### src/rtl/scan_mux_pkg.sv
// scan_mux_pkg: shared state encoding, mode constants and select-width helper for scan_mux
package scan_mux_pkg;
  typedef enum logic [1:0] {S_MANUAL, S_SCAN, S_HOLD} state_t;
  localparam logic MODE_MANUAL = 1'b0;
  localparam logic MODE_SCAN = 1'b1;
  function automatic int sel_width(input int c);
    return (c > 1) ? $clog2(c) : 1;
  endfunction
endpackage

### src/rtl/mux_core.sv
// mux_core: combinational channel picker
//   i_data     packed channels, channel k at [k*WIDTH +: WIDTH]
//   i_sel      channel index
//   o_data     selected word, zero when i_sel is out of range
//   o_in_range i_sel < CHANNELS
module mux_core
  import scan_mux_pkg::*;
#(
  parameter int WIDTH = 4,
  parameter int CHANNELS = 7,
  localparam int SEL_W = sel_width(CHANNELS)
) (
  input  logic [CHANNELS*WIDTH-1:0] i_data,
  input  logic [SEL_W-1:0]          i_sel,
  output logic [WIDTH-1:0]          o_data,
  output logic                      o_in_range
);
  always_comb begin
    o_data = '0;
    for (int k = 0; k < CHANNELS; k++)
      if (i_sel == SEL_W'(k)) o_data = i_data[k*WIDTH +: WIDTH];
  end
  assign o_in_range = 32'(i_sel) < CHANNELS;
endmodule

### src/rtl/scan_mux.sv
// scan_mux: registered channel mux with manual select and dwell-timed auto-scan
//   Clock/Resetn  rising-edge clock, async active-low reset
//   Mode          0 manual (MuxSelect), 1 auto-scan
//   Hold          freezes scan position and dwell count while scanning
//   Dwell         extra cycles spent on each channel while scanning
//   Input         packed channel data
//   Out/Channel   registered selected word and its index (always paired)
//   Valid         Out comes from a legal channel
//   Wrap          one-cycle pulse when the scan returns to channel 0
module scan_mux
  import scan_mux_pkg::*;
#(
  parameter int WIDTH = 4,
  parameter int CHANNELS = 7,
  parameter int DWELL_W = 4,
  localparam int SEL_W = sel_width(CHANNELS)
) (
  input  logic                      Clock,
  input  logic                      Resetn,
  input  logic                      Mode,
  input  logic [SEL_W-1:0]          MuxSelect,
  input  logic                      Hold,
  input  logic [DWELL_W-1:0]        Dwell,
  input  logic [CHANNELS*WIDTH-1:0] Input,
  output logic [WIDTH-1:0]          Out,
  output logic [SEL_W-1:0]          Channel,
  output logic                      Valid,
  output logic                      Wrap
);
  state_t               r_state, w_next_state;
  logic [SEL_W-1:0]     r_ch, w_next_ch;
  logic [DWELL_W-1:0]   r_cnt, w_next_cnt;
  logic [WIDTH-1:0]     r_out, w_word;
  logic                 r_valid, r_wrap, w_in_range;
  logic                 w_manual, w_entry, w_hold, w_adv, w_last;
  // Behaviour on each edge is chosen by the inputs seen at that edge, so
  // Mode=0 and Hold=1 take effect on the same edge they are sampled.
  always_comb begin
    w_manual     = Mode == MODE_MANUAL;
    w_entry      = !w_manual && r_state == S_MANUAL;
    w_hold       = !w_manual && !w_entry && Hold;
    w_adv        = !w_manual && !w_entry && !Hold && r_cnt >= Dwell;
    w_last       = r_ch == SEL_W'(CHANNELS - 1);
    w_next_state = w_manual ? S_MANUAL : w_hold ? S_HOLD : S_SCAN;
    w_next_ch    = w_manual ? MuxSelect :
                   w_entry  ? '0 :
                   w_adv    ? (w_last ? '0 : r_ch + SEL_W'(1)) : r_ch;
    w_next_cnt   = (w_manual || w_entry || w_adv) ? '0 :
                   w_hold   ? r_cnt : r_cnt + DWELL_W'(1);
  end
  mux_core #(.WIDTH(WIDTH), .CHANNELS(CHANNELS)) u_core (
    .i_data    (Input),
    .i_sel     (w_next_ch),
    .o_data    (w_word),
    .o_in_range(w_in_range)
  );
  always_ff @(posedge Clock or negedge Resetn) begin
    if (!Resetn) begin
      r_state <= S_MANUAL;
      r_ch    <= '0;
      r_cnt   <= '0;
      r_out   <= '0;
      r_valid <= 1'b0;
      r_wrap  <= 1'b0;
    end else begin
      r_state <= w_next_state;
      r_ch    <= w_next_ch;
      r_cnt   <= w_next_cnt;
      r_out   <= w_word;
      r_valid <= w_in_range;
      r_wrap  <= w_adv && w_last;
    end
  end
  assign Out     = r_out;
  assign Channel = r_ch;
  assign Valid   = r_valid;
  assign Wrap    = r_wrap;
endmodule

### config.mk
export PLATFORM = sky130hd
export DESIGN_NAME = scan_mux
export DESIGN_NICKNAME = d
export VERILOG_FILES = /design/src/rtl/scan_mux_pkg.sv /design/src/rtl/mux_core.sv /design/src/rtl/scan_mux.sv
export SDC_FILE = /design/constraint.sdc
export NUM_CORES = 1
export LEC_CHECK = 0
export BUFFER_PORTS_ARGS = -buffer_cell sky130_fd_sc_hd__buf_4
export CAP_MARGIN = 25
export CORE_UTILIZATION = 45
export CTS_BUF_LIST = sky130_fd_sc_hd__clkbuf_8
export DETAILED_ROUTE_END_ITERATION = 12
export PLACE_DENSITY = 0.86
export SETUP_SLACK_MARGIN = 0.15
export SLEW_MARGIN = 20
export SYNTH_ARGS = -nofsm -noshare
export SYNTH_HDL_FRONTEND = slang
export SYNTH_SLANG_ARGS = --single-unit
### constraint.sdc
create_clock -name Clock -period 2.6 [get_ports Clock]
set_input_delay 0.13 -clock Clock [delete_from_list [all_inputs] [get_ports Clock]]
set_output_delay 0.13 -clock Clock [all_outputs]
set_load 0.01 [all_outputs]
After elaboration in Yosys (flattened, before gate mapping)

Cells that the tools add are included.

Register bits after elaboration: 15
Logic and storage cells: 46

$add $sub $neg: 2
Magnitude comparators: 2
Eq/ne operators: 8
Muxes and demuxes: 15
Bitwise operators: 1
Reduce and logical (&&, ||, !) cells: 12

Operators by type and width:

| cell                  | number |
|---|---|
| $mux W4               | 9 |
| $eq A3 B3 Y1 const B  | 4 |
| $mux W3               | 4 |
| $eq A3 B2 Y1 const B  | 2 |
| $logic_and A1 B1 Y1   | 6 |
| $add A4 B1 Y4 const B | 1 |
| $ge A4 B4 Y1          | 1 |
| $mux W2               | 2 |
| $add A3 B1 Y3 const B | 1 |
| $eq A3 B1 Y1 const B  | 1 |
| $logic_not A3 Y1      | 1 |
| $lt A3 B3 Y1 const B  | 1 |
| $logic_not A1 Y1      | 2 |
| $logic_not A2 Y1      | 1 |
| $logic_or A1 B1 Y1    | 2 |
| $ne A2 B1 Y1 const B  | 1 |
| $not A1 Y1            | 1 |

Logic depth before layout (Yosys ltp)

Depth after elaboration: 17
Gate-level depth with buffers: 11
Mapped depth without buffers: 9

Cells and area by module

From an unflattened synthesis, not the netlist that was laid out.

Cells, all modules: 107
Area total of the unflattened synthesis: 1171.1 um2

By module, submodules not included:

| module   | instances | cells each | area each (um2) |
|---|---|---|---|
| scan_mux | 1         | 70         | 767.0 |
| mux_core | 1         | 37         | 404.1 |

Worst setup path after synthesis

Ideal clock, no wire load.

Path kind: register to register
Start: register r_cnt[0]
End: register r_out[0] (netlist: Out[0])
Setup time: 134 ps
Arrival: 2481 ps
Data required time: 2466 ps
Slack: -15 ps
Cell stages (with the launch flop): 10
Buffers on the path: 0
Cells stage by stage: dfrtp_1 inv_1 ha_1 nor2b_4 o21a_1 o311a_1 a221oi_4 mux2_4 a221oi_2 o32ai_2

Word-level cells in the longest chain between the ends: 13
Elaborated cells between the ends (all ways): 19
Those cells by class: 1 x order compare; 6 x eq/ne; 10 x mux; 2 x reduce/logical

RTL lines:

| item                   | RTL line       | source |
|---|---|---|
| from (decl)            | scan_mux.sv:32 | `logic [DWELL_W-1:0] r_cnt, w_next_cnt;` |
| from (signal assigned) | scan_mux.sv:68 | `r_cnt <= w_next_cnt;` |
| $ge A4 B4 Y1 *         | scan_mux.sv:42 | `w_adv = !w_manual && !w_entry && !Hold && r_cnt >= Dwell;` |
| $logic_and A1 B1 Y1 *  | scan_mux.sv:42 |  |
| $mux W3 *              | scan_mux.sv:47 | `w_adv ? (w_last ? '0 : r_ch + SEL_W'(1)) : r_ch;` |
| $mux W3 *              | scan_mux.sv:46 | `w_entry ? '0 :` |
| $mux W3 *              | scan_mux.sv:45 | `w_next_ch = w_manual ? MuxSelect :` |
| $logic_not A3 Y1       | mux_core.sv:21 | `if (i_sel == SEL_W'(k)) o_data = i_data[k*WIDTH +: WIDTH];` |
| $mux W4 (6 in a row)   | mux_core.sv:21 |  |
| $mux W4 *              | mux_core.sv:21 |  |
| via u_core.o_data[0]   | mux_core.sv:15 | `output logic [WIDTH-1:0] o_data,` |
| to (signal assigned)   | scan_mux.sv:69 | `r_out <= w_word;` |
| to (decl)              | scan_mux.sv:33 | `logic [WIDTH-1:0] r_out, w_word;` |

The timed path passes the listed nets; every way through them passes the cells marked *.
A chain may end at the register's enable or synchronous reset.

Worst setup path after layout

Start: register r_cnt[2]
End: register r_out[0] (netlist: Out[0])

The elaborated chain is that of the path after synthesis.

==> flow_summary_export.csv <==
group,metric,value,unit
timing,slew_headroom,69.1,%
power_and_ir_drop,combPwrFrac,36.7,%
die,coreArea,2570,um2
clock_network,clk_pin_slew,70,ps
synthesis,yosysMostFrequentCell,"dfrtp_1",
global_route,track_usage,25.1,%
setup_path,critical_path_class,"reg -> reg",
die,io_pins,48,
routing,first_pass_iters,4,
synthesis,synth.area.top_cells,"dfrtp_1, mux2i_1, ha_1",
job,drv_cap,0,
layout,areaGrowthSynthToFinish,43.5,%
clock_network,clockRootBuffer,"clkbuf_8",
routing,drc,0,
global_route,grt_pass1_vias,1232,
setup_path,path_delay_family,"compound AO/OA/AOI/OAI gates",
timing,hold_viol_final,0,
die,die-width,54.9,um
global_route,grt_max_degree,16,
power_and_ir_drop,p_leak,0.855,nW
synthesis,syn_inst,121,
setup_path,cp-end-kind,"flop",
timing,slew_viol_final,0,
status,status,"completed",
die,initial_core_util,49.1,%
synthesis,synth_top_cell_by_area,"dfrtp_1",
power_and_ir_drop,p_per_area,408,nW/um2
power_and_ir_drop,p_int,0.507,mW
timing,setup_viol,0,
routing,vias_per_cell,5.84,
timing,tightest_slew,457,ps
placement,finalWeightedCongestion,0.799,
timing,period_needed,2570,ps
timing,skew,4.66,ps
synthesis,synth_top_area_share,29.8,%
setup_path,crit_path_max_fanout,7,
layout,drive_above_1_share,50.3,%
clock_network,htree_levels,1,
setup_path,crit_slowest_cell,"dfrtp_1",
placement,dp_hpwl,2.53,mm
layout,multiInputGateArea,847,um2
global_route,overflow,0,
layout,final-seq-area,375,um2
routing,ant_nets,0,
layout,final_core_util,70.5,%
layout,antenna_cells,0,
setup_path,worst-path-buf-inv,1,
routing,vias,1233,
placement,port_buffers,47,
setup_path,arrival,2710,ps
clock_network,clock_latency,260,ps
die,die_height,54.9,um
setup_path,start_kind,"flop",
routing,wl,3.32,mm
timing,period_share,98.9,%
setup_path,critical_path.max_stage_delay,410,ps
synthesis,synth_common_cells,"dfrtp_1, mux2i_1, nor2_1",
synthesis,yosys_warnings,0,
setup_path,worstPathCellList,"ha_4 > nor3_2 > or2_4 > o311a_4 > a221oi_4 > buf_12 > mux2_4 > a221oi_4 > o32ai_2",
power_and_ir_drop,ir_drop,0.258,mV
hold_path,hold_path.class,"in -> reg",
routing,wl_per_cell,15.7,um
setup_path,cp_data_required_time,2730,ps
synthesis,synth_area,1260,um2
synthesis,ys_seq_elements,15,
layout,fillers,197,
clock_network,clockBufferDepth,2,
synthesis,synth_cell_types,42,
global_route,grt_pass1_wl,5.26,mm
power_and_ir_drop,design_power_total,0.738,mW
clock_network,cts.sinks,15,
synthesis,synthFlopType,"dfrtp_1",
power_and_ir_drop,p_seq_share,36.0,%
power_and_ir_drop,clockPowerShare,27.3,%
synthesis,synth_edf_count,0,
layout,fin_nets,226,
setup_path,worst_path_most_repeated_cell,"a221oi_4",
synthesis,syn_nets,165,
clock_network,cts_buffers,3,
power_and_ir_drop,swShare,31.3,%
synthesis,yosysSeqAreaShare,29.8,%
die,rows,18,
timing,grt_setup_unrepaired,"true",
clock_network,cts_tree,"built",
synthesis,async_reset_ff_share,100,%
power_and_ir_drop,switching_power,0.231,mW
global_route,antenna_found_initial,0,
die,die_area,3020,um2
synthesis,post_synth.cell_area_avg,10.4,um2
routing,dr.first_iter.drc_count,29,
timing,fmax,389,MHz
## cell type report
cell class                      count  area share, %
Multi-Input combinational cell     93           46.8
Clock inverter                      1          0.277
Timing Repair Buffer               61           26.1
Tap cell                           30           2.07
Inverter                            8           1.66
Sequential cell                    15           20.7
Clock buffer                        3           2.28
## registers in the layout, summed over array words and instances (netlist names)
register  count
Out           4
r_cnt         4
Channel       3
r_state       2
Valid         1
Wrap          1
## placed cells by master (no fill, tap or decap), drive strengths merged
| cell type | n |
|---|---|
| o32ai | 3 |
| clkinv | 1 |
| nor3b | 5 |
| dfrtp | 15 |
| dlygate4sd3 | 1 |
| a311oi | 1 |
| mux2 | 3 |
| buf | 60 |
| nor4b | 4 |
| nand2 | 3 |
| a31oi | 1 |
| nand3 | 4 |
| or4 | 1 |
| nor4 | 1 |
| or2 | 1 |
| and4 | 1 |
| a221oi | 4 |
| or3b | 1 |
| a21oi | 4 |
| nand3b | 1 |
| ha | 5 |
| o2bb2ai | 3 |
| or3 | 1 |
| nor2 | 10 |
| o211ai | 1 |
| and2 | 4 |
| o21ai | 4 |
| o311a | 1 |
| inv | 8 |
| mux2i | 10 |
| nor3 | 3 |
| nor2b | 5 |
| or4b | 1 |
| o21a | 6 |
| a211oi | 1 |
| clkbuf | 3 |
## per-stage QoR
stage          cells  hold WS (ps)  cell area [um2]  setup TNS, ps  setup WS [ps]
2_1_floorplan    121          -166             1260              0           62.3
3_3_place_gp     201         -4.81             1650              0           81.6
3_5_place_dp     201          2.00             1650          -92.7          -74.4
4_1_cts          210           154             1770              0           39.5
5_1_grt          211           184             1810          -33.1          -33.1
6_report         211           156             1810              0           27.6
## power by group through the flow
stage	clock network [mW]	logic, mW	registers [mW]
after CTS	0.205	0.263	0.265
after detailed placement	0	0.248	0.269
final	0.202	0.271	0.266
after global placement	0	0.236	0.269
after global routing	0.213	0.292	0.268
after floorplan	0	0.140	0.274
## per-layer routing
metal	global-route usage (%)	part of all wire, %	up-vias
met2	46.6	51	64
li1	-	-	573
met5	0	0	-
met4	14.2	3.7	0
met3	6.28	8.4	14
met1	25.0	37	582
## cell families (layout without fill, tap and decap cells)
kind of cell,after synthesis,count (layout),synth area share (%)
AO/OA/AOI/OAI,29,29,23.4
adder cells (fa/ha/maj),5,5,4.96
buffers and inverters,13,73,7.44
flip-flops,15,15,29.8
multiplexers,13,13,11.5
AND/OR/NAND/NOR,46,46,22.9
## worst register-to-register path, delay by kind of cell, from the launching register on
kind	cells	cell delay [ps]
compound gates	4	970
fa+ha+maj	1	280
buf+inv	1	160
flops	1	410
mux	1	320
simple gates	2	300
## repair_timing
| item | in CTS | in global routing |
|---|---|---|
| endpoints found under the hold margin | 15 | 0 |
| buffers inserted | 4 | 1 |
| setup endpoints to repair | 4 | 4 |
| hold buffers | 1 | 0 |
| gates resized for setup | 2 | 4 |
| cloned | 0 | 0 |
| pin swaps | 5 | 3 |
## final timing paths
check                              to  startpoint  slack, ps  depth (start not counted)
max in group asynchronous      Out[3]      Resetn       2160                          2
min in group asynchronous        Wrap      Resetn        260                          2
min reg2reg                  r_cnt[3]    r_cnt[3]        590                          2
max                            Out[0]    r_cnt[2]         30                          9
max reg2reg                    Out[0]    r_cnt[2]         30                          9
min                        r_state[0]        Mode        160                          2
(Power assumes the default switching activity.)
